==> config.mk <==
export PLATFORM = sky130hd
export DESIGN_NAME = mtimer
export DESIGN_NICKNAME = d
export VERILOG_FILES = /design/src/rtl/mtimer_pkg.sv /design/src/rtl/mtimer_prescale.sv /design/src/rtl/mtimer.sv
export SDC_FILE = /design/constraint.sdc
export NUM_CORES = 1
export LEC_CHECK = 0
export ABC_AREA = 1
export CORE_UTILIZATION = 30
export DETAILED_ROUTE_END_ITERATION = 8
export GPL_ROUTABILITY_DRIVEN = 0
export PLACE_DENSITY = 0.5
export SYNTH_ARGS = -nofsm -noshare
export SYNTH_HDL_FRONTEND = slang
export SYNTH_SLANG_ARGS = --single-unit
==> constraint.sdc <==
create_clock -name clk -period 3 [get_ports clk]
set_input_delay 0.6 -clock clk [delete_from_list [all_inputs] [get_ports clk]]
set_output_delay 0.6 -clock clk [all_outputs]
set_load 0.05 [all_outputs]
==> src/rtl/mtimer_pkg.sv <==
// Shared constants for the machine timer: register window layout, control bits
// and the interrupt cause code the CSR unit reports for a timer interrupt.
package mtimer_pkg;

    localparam logic [31:0] MTIME_LO    = 32'h0000_0000;
    localparam logic [31:0] MTIME_HI    = 32'h0000_0004;
    localparam logic [31:0] MTIMECMP_LO = 32'h0000_0008;
    localparam logic [31:0] MTIMECMP_HI = 32'h0000_000C;
    localparam logic [31:0] CTRL        = 32'h0000_0010;
    localparam logic [31:0] STATUS      = 32'h0000_0014;

    localparam int CTRL_EN  = 0;
    localparam int CTRL_CLR = 1;

    localparam logic [63:0] MTIMECMP_RST = 64'hFFFF_FFFF_FFFF_FFFF;
    localparam logic [31:0] MTI_CAUSE    = 32'h8000_0007;

    localparam int PRESC_W = 16;

    // Byte address to word-aligned register offset.
    function automatic logic [31:0] word_addr(input logic [31:0] byte_addr);
        return byte_addr & ~32'h0000_0003;
    endfunction

endpackage

==> src/rtl/mtimer_prescale.sv <==
// Tick generator: one tick every PRESCALE enabled cycles; clr restarts the count.
module mtimer_prescale
    import mtimer_pkg::*;
#(
    parameter int unsigned PRESCALE = 1
) (
    input  logic clk,
    input  logic rst_n,
    input  logic en,
    input  logic clr,
    output logic tick
);

    localparam logic [PRESC_W-1:0] LAST = PRESC_W'(PRESCALE - 1);

    logic [PRESC_W-1:0] cnt_r;

    assign tick = en & (cnt_r == LAST);

    // Prescale counter: holds while disabled, wraps after LAST.
    always_ff @(posedge clk or negedge rst_n) begin
        if (!rst_n) begin
            cnt_r <= {PRESC_W{1'b0}};
        end else if (clr) begin
            cnt_r <= {PRESC_W{1'b0}};
        end else if (en) begin
            cnt_r <= (cnt_r == LAST) ? {PRESC_W{1'b0}} : cnt_r + {{(PRESC_W-1){1'b0}}, 1'b1};
        end else begin
            cnt_r <= cnt_r;
        end
    end

endmodule

==> src/rtl/mtimer.sv <==
// Machine timer: 64-bit mtime/mtimecmp on a 32-bit word bus, active-low
// registered interrupt ti while mtime >= mtimecmp and the timer is enabled.
module mtimer
    import mtimer_pkg::*;
#(
    parameter int unsigned PRESCALE = 1,
    parameter int unsigned ADDR_W   = 5
) (
    input  logic              clk,
    input  logic              rst_n,
    input  logic              bus_sel,
    input  logic              bus_we,
    input  logic              bus_re,
    input  logic [ADDR_W-1:0] bus_addr,
    input  logic [31:0]       bus_wdata,
    output logic [31:0]       bus_rdata,
    output logic              bus_rvalid,
    output logic              ti
);

    logic [63:0] mtime_r;
    logic [63:0] mtimecmp_r;
    logic        en_r;
    logic        cmp_hold_r;
    logic [31:0] shadow_r;
    logic [31:0] rdata_r;
    logic        rvalid_r;
    logic        ti_r;

    logic [31:0] addr_s;
    logic        wr_s;
    logic        rd_s;
    logic        wr_mlo_s;
    logic        wr_mhi_s;
    logic        wr_clo_s;
    logic        wr_chi_s;
    logic        wr_ctrl_s;
    logic        clr_pend_s;
    logic        tick_s;
    logic        cmp_s;
    logic [31:0] rdata_s;

    assign addr_s     = word_addr(32'(bus_addr));
    assign wr_s       = ~bus_sel & ~bus_we;
    assign rd_s       = ~bus_sel & ~bus_re;
    assign clr_pend_s = wr_ctrl_s & bus_wdata[CTRL_CLR];
    // cmp_hold masks the compare between the two halves of an mtimecmp update.
    assign cmp_s      = ~cmp_hold_r & (mtime_r >= mtimecmp_r);

    mtimer_prescale #(
        .PRESCALE (PRESCALE)
    ) u_prescale (
        .clk   (clk),
        .rst_n (rst_n),
        .en    (en_r),
        .clr   (wr_mlo_s | wr_mhi_s),
        .tick  (tick_s)
    );

    // Write strobe decode per register.
    always_comb begin
        wr_mlo_s  = 1'b0;
        wr_mhi_s  = 1'b0;
        wr_clo_s  = 1'b0;
        wr_chi_s  = 1'b0;
        wr_ctrl_s = 1'b0;
        if (wr_s) begin
            case (addr_s)
                MTIME_LO:    wr_mlo_s  = 1'b1;
                MTIME_HI:    wr_mhi_s  = 1'b1;
                MTIMECMP_LO: wr_clo_s  = 1'b1;
                MTIMECMP_HI: wr_chi_s  = 1'b1;
                CTRL:        wr_ctrl_s = 1'b1;
                default:     wr_ctrl_s = 1'b0;
            endcase
        end else begin
            wr_ctrl_s = 1'b0;
        end
    end

    // Read mux; mtime_hi returns the shadow captured by the last mtime_lo read.
    always_comb begin
        rdata_s = 32'd0;
        case (addr_s)
            MTIME_LO:    rdata_s = mtime_r[31:0];
            MTIME_HI:    rdata_s = shadow_r;
            MTIMECMP_LO: rdata_s = mtimecmp_r[31:0];
            MTIMECMP_HI: rdata_s = mtimecmp_r[63:32];
            CTRL:        rdata_s = {31'd0, en_r};
            STATUS:      rdata_s = {31'd0, cmp_s};
            default:     rdata_s = 32'd0;
        endcase
    end

    // mtime: a bus write beats a tick in the same cycle.
    always_ff @(posedge clk or negedge rst_n) begin
        if (!rst_n) begin
            mtime_r <= 64'd0;
        end else if (wr_mlo_s) begin
            mtime_r[31:0] <= bus_wdata;
        end else if (wr_mhi_s) begin
            mtime_r[63:32] <= bus_wdata;
        end else if (tick_s) begin
            mtime_r <= mtime_r + 64'd1;
        end else begin
            mtime_r <= mtime_r;
        end
    end

    // mtimecmp, compare hold flag and enable.
    always_ff @(posedge clk or negedge rst_n) begin
        if (!rst_n) begin
            mtimecmp_r <= MTIMECMP_RST;
            cmp_hold_r <= 1'b0;
            en_r       <= 1'b0;
        end else begin
            if (wr_clo_s) begin
                mtimecmp_r[31:0] <= bus_wdata;
                cmp_hold_r       <= 1'b1;
            end else if (wr_chi_s) begin
                mtimecmp_r[63:32] <= bus_wdata;
                cmp_hold_r        <= 1'b0;
            end else begin
                mtimecmp_r <= mtimecmp_r;
                cmp_hold_r <= cmp_hold_r;
            end
            if (wr_ctrl_s) begin
                en_r <= bus_wdata[CTRL_EN];
            end else begin
                en_r <= en_r;
            end
        end
    end

    // Read response register and hi-shadow capture.
    always_ff @(posedge clk or negedge rst_n) begin
        if (!rst_n) begin
            rdata_r  <= 32'd0;
            rvalid_r <= 1'b0;
            shadow_r <= 32'd0;
        end else begin
            rvalid_r <= rd_s;
            if (rd_s) begin
                rdata_r <= rdata_s;
            end else begin
                rdata_r <= rdata_r;
            end
            if (rd_s && (addr_s == MTIME_LO)) begin
                shadow_r <= mtime_r[63:32];
            end else begin
                shadow_r <= shadow_r;
            end
        end
    end

    // Interrupt level; CLR_PEND releases it for one cycle only.
    always_ff @(posedge clk or negedge rst_n) begin
        if (!rst_n) begin
            ti_r <= 1'b1;
        end else if (clr_pend_s) begin
            ti_r <= 1'b1;
        end else begin
            ti_r <= ~(cmp_s & en_r);
        end
    end

    assign bus_rdata  = rdata_r;
    assign bus_rvalid = rvalid_r;
    assign ti         = ti_r;

endmodule

**Word-level counts from Yosys, hierarchy flattened**

Cells that the tools add are included.

- Bits in latches: 0
- Memories: 0
- Output and inout port bits: 34
- Input port bits: 42
- Bits in registers: 212
- Bits in writable memories: 0
- Bits in read-only memories: 0

- Div/mod/pow operators: 0
- Magnitude comparators: 1
- $mul: 0
- Eq/ne operators: 6
- Add/sub/neg operators: 2
- Bitwise operators: 14
- Muxes and demuxes: 21
- Shift-type cells: 0
- Reduce and logical (&&, ||, !) cells: 10

Operators with widths:

| operator | number |
|---|---|
| 32-bit case mux with 6 select lines | 1 |
| 32-bit 2-to-1 mux | 3 |
| 64-bit by 1-bit adder with 64-bit output, second input constant | 1 |
| 64-bit >= comparator | 1 |
| 64-bit 2-to-1 mux | 1 |
| 16-bit 2-to-1 mux | 3 |
| 32-bit zero test | 1 |
| 16-bit by 1-bit adder with 16-bit output, second input constant | 1 |
| 16-bit zero test | 1 |
| 1-bit 2-to-1 mux | 13 |
| 2-bit nonzero test | 4 |
| 1-bit inverter | 7 |
| 1-bit AND | 6 |
| 3-bit by 2-bit equality test with 1-bit output, second input constant | 2 |
| 3-bit equality test, second input constant | 2 |
| 2-bit AND reduction | 3 |
| 3-bit by 1-bit equality test with 1-bit output, second input constant | 1 |
| 2-bit inequality test, second input constant | 1 |
| 1-bit logical AND | 1 |
| 1-bit OR | 1 |

**Depth between registers and ports, before layout**

- Word-level depth: 5
- Mapped depth: 20
- Depth with buffers taken out: 19

**Hierarchy**

Synthesis repeated with hierarchy kept, for this count alone.

- Cells, all modules: 1756
- Area total of the unflattened synthesis: 13131.3 um^2

Modules (own cells, without submodules):

| module | instances | area an instance (um^2) | seq. area each (um^2) | cells an instance |
|---|---|---|---|---|
| mtimer | 1 | 12041.5 | 4986.0 | 1607 |
| mtimer_prescale | 1 | 1089.8 | 400.4 | 149 |

**Least setup slack after synthesis**

OpenSTA, ideal clock, no wires.

- Path type: reg2reg
- Start: register mtime_r[1]
- End: register mtime_r[40]
- Data required time: 2.883 ns
- Path buffers: 0
- Stages on the path, launching flop included: 15
- Slack: 1.126 ns
- Data arrival time: 1.757 ns
- Path through: dfrtp_1 -> ha_1 -> nand3_4 -> inv_2 -> nand2_4 -> nor2_8 -> nand2_4 -> nor3_4 -> nand2_2 -> nor2_4 -> nand2_1 -> nand2_1 -> nand3_1 -> nand2_1 -> nand2_1

- Word-level cells in the longest chain between the ends: 3

RTL lines:

| element | line | RTL |
|---|---|---|
| start: declaration | mtimer.sv:21 | `logic [63:0] mtime_r;` |
| start signal: assignment | mtimer.sv:100 | `mtime_r[31:0] <= bus_wdata;` |
| start signal: assignment | mtimer.sv:104 | `mtime_r <= mtime_r + 64'd1;` |
| start signal: assignment | mtimer.sv:106 | `mtime_r <= mtime_r;` |
| 64-bit by 1-bit adder with 64-bit output | mtimer.sv:104 |  |
| 64-bit 2-to-1 mux | mtimer.sv:103 | `end else if (tick_s) begin` |
| 32-bit 2-to-1 mux | mtimer.sv:101 | `end else if (wr_mhi_s) begin` |

No other way between the ends. The select of a mux whose other input is x is not followed.
A chain may end at the register's enable or synchronous reset.

**Worst setup path after layout**

- Start: register mtime_r[0]
- End: register mtime_r[34]

The elaborated chain is that of the path after synthesis.

==> metrics.md <==
| Metric | Value |
|---|---|
| Critical Path AT | `3060 ps` |
| Die Ht | `210.6 µm` |
| Pwr Density | `770.1 nW/µm²` |
| H-tree levels | `1` |
| Number of global-route vias before repair | `12,360` |
| Remaining antenna violation count | `0` |
| Pre-CTS setup slack | `191.2 ps` |
| Post-synthesis simple-gate area fraction | `0.2652` |
| Clock Tree Root | `clkbuf_16` |
| Skew final | `16.75 ps` |
| Slack of the critical path | `374.5 ps` |
| Starting DRT DRC Count | `867` |
| Final period util | `0.8752` |
| End of the critical path | `mtime_r[34]` |
| Multiplexer area fraction after synthesis | `0` |
| Starting Density | `0.3038` |
| Hold Fails Final Rpt | `0` |
| Post-Synthesis Cell Area | `13,060 µm²` |
| Most common cell after layout, fill and taps aside | `nand2_1` |
| Clk sink count | `212` |
| Drc violations | `0` |
| Most frequent cells in the layout | `nand2_1, inv_1, o21ai_0` |
| Worst VDD drop | `0.0004197 V` |
| Max-cap viol count | `0` |
| FMAX | `380.9 MHz` |
| Worst R2R End | `mtime_r[34]` |
| Via count | `12,410` |
| Global route overflow | `0` |
| Post-synth EDFFs | `0` |
| Die ar. | `44,360 µm²` |
| Final min period | `2626 ps` |
| Slew HR | `0.4507` |
| Slew @ Worst Pin | `817.6 ps` |
| Pleak | `6.994 nW` |
| Num CTS Buffers | `26` |
| Worst setup path class | `register to register` |
| Post-DR wirelength/cell | `19.22 µm` |
| Core ar. | `42,980 µm²` |
| Nets | `1,944` |
| Share of cells above drive strength 1 | `0.1035` |
| Startpoint class of the critical path | `register` |
| DR vias/cell | `5.087` |
| Hold Slack | `10.60 ps` |
| RSZ-0062 raised after global routing | `no` |
| Adder-cell share of the synthesized area | `0.06420` |
| First-pass GRT wire length | `73.98 mm` |
| Post-CTS Resized | `0` |
| Slew Viols, Final | `0` |
| Synth Warn # | `0` |
| CP Capture Type | `register` |
| XOR/XNOR Fraction of Synth Area | `0.01207` |
| Initial DRT Pass Iterations | `5` |
| Clock-pin slew on the worst setup and hold paths | `60 ps` |
| Asr flop ratio synth | `1.000` |
| Post-DP HPWL | `35.43 mm` |
| Antenna violations before repair | `0` |
| CTS Buffer Depth | `3` |
| Outcome | `finished clean` |
| Cells after synthesis | `1,752` |
| Post-CTS Hold Buffers | `0` |
| Hold Path Class | `input pin to async pin` |
| Post-synth cell types | `48` |
| Worst EP required | `3430 ps` |
| Largest net degree at the start of global routing | `76` |
| Largest family of logic cells by synthesized area | `simple AND/OR/NAND/NOR gates` |
| Finish-stage setup viols | `0` |
| # rows | `76` |
| Crit Path Max Fanout | `9` |
| Sequential fraction of the synthesis area | `0.4125` |
| ANT cells | `0` |
| Crit path launch | `mtime_r[0]` |
| Number of post-CTS setup repair buffers | `0` |
| Synth Flop Type | `dfrtp_1` |
| Worst reg-to-reg setup slack | `370 ps` |
| Reg-to-Reg Start | `mtime_r[0]` |
| Input/output buffers | `73` |
| Global Route Usage Sum | `0.2165` |
| Post-synth net total | `1,861` |
| Total wire length | `46.90 mm` |
| Syn Area/Cell | `7.453 µm²` |
| TNS Setup | `0 ps` |
| Die extent in x | `210.6 µm` |
| Synth Area in Compound Gates | `0.1590` |
| Clock latency at the later pin of the worst-skew pair | `560 ps` |
| Area growth syn-to-layout | `19.15%` |
| Synth Register Bits | `212` |
| TritonCTS clock tree | `done` |
| IO Count | `76` |
| R2R cell count | `12` |
[Yosys cell counts (all sizes together), types with 27 or more instances]
library cell  number  area [µm²]
clkbuf            41       155.1
nand3             64       350.3
inv              236       885.9
nor3              53       319.1
nand4             40       250.2
a21oi             57       285.3
dfstp             65        1708
dfrtp            147        3679
o21ai            201        1006
ha                67       838.3
o221ai            27       236.5
nor2             132       541.8
nand2            491        1878
[cell families after synthesis]
| family | after synthesis |
|---|---|
| flops | 212 |
| buf+inv | 297 |
| simple gates | 799 |
| xor+xnor | 18 |
| compound gates | 359 |
| fa+ha+maj | 67 |
[flip-flops by register name, summed over array words and instances, names as in the netlist]
register,count
shadow_r,32
mtime_r,64
ti,1
cmp_hold_r,1
mtimecmp_r,64
u_prescale.cnt_r,16
en_r,1
bus_rdata,32
bus_rvalid,1
[critical path, cell delays in order, from the launching register on]
cell and delay [ps]:
dfrtp_1 620, ha_1 350, nand3_4 160, inv_2 100
nand2_4 90, nor2_8 180, nand2_4 80, nor3_4 280
nand3_1 230, o21ai_1 200, nand2_1 90, nand2_1 60
o21ai_1 60
[power breakdown]
group | switching, mW | total (mW) | internal, mW
clock network | 1.31 | 3.28 | 1.97
logic | 2.63 | 4.09 | 1.46
registers | 0.867 | 4.61 | 3.75
total | 4.81 | 12.0 | 7.17
[routing by layer]
| metal | GRT usage | wire [µm] |
|---|---|---|
| met1 | 0.2976 | 21370 |
| met2 | 0.3545 | 21700 |
| met5 | 0 | 0 |
| met4 | 0.06097 | 1227 |
| met3 | 0.02944 | 2604 |
[worst min-delay path by stage]
stage,from,to,slack [ps],depth (start not counted)
after floorplan,rst_n,bus_rdata[0],300,0
after global placement,cmp_hold_r,cmp_hold_r,460,2
after detailed placement,bus_rdata[21],bus_rdata[21],470,2
after CTS,rst_n,bus_rdata[18],40,1
after global routing,rst_n,bus_rdata[18],50,1
final,rst_n,bus_rdata[18],10,1
[final cells by class]
| type | instances | area [µm²] |
|---|---|---|
| fill | 4619 | 27420 |
| tap | 585 | 732.0 |
| multi-input combinational | 1243 | 6553 |
| clock buffer | 42 | 832.0 |
| timing repair buffer | 114 | 1106 |
| sequential | 212 | 5386 |
| clock inverter | 6 | 55.05 |
| inverter | 238 | 893.4 |
[per-stage QoR]
stage          total power [mW]  cell area [µm²]  utilization  instances
2_1_floorplan             7.151            13060            -       1752
3_3_place_gp              8.648            14670       0.3413       2392
3_5_place_dp              8.726            14670       0.3413       2392
4_1_cts                   12.06            15560       0.3620       2440
5_1_grt                   12.88            15560       0.3620       2440
6_report                  11.98            15560       0.3620       2440
(Power assumes the default switching activity.)
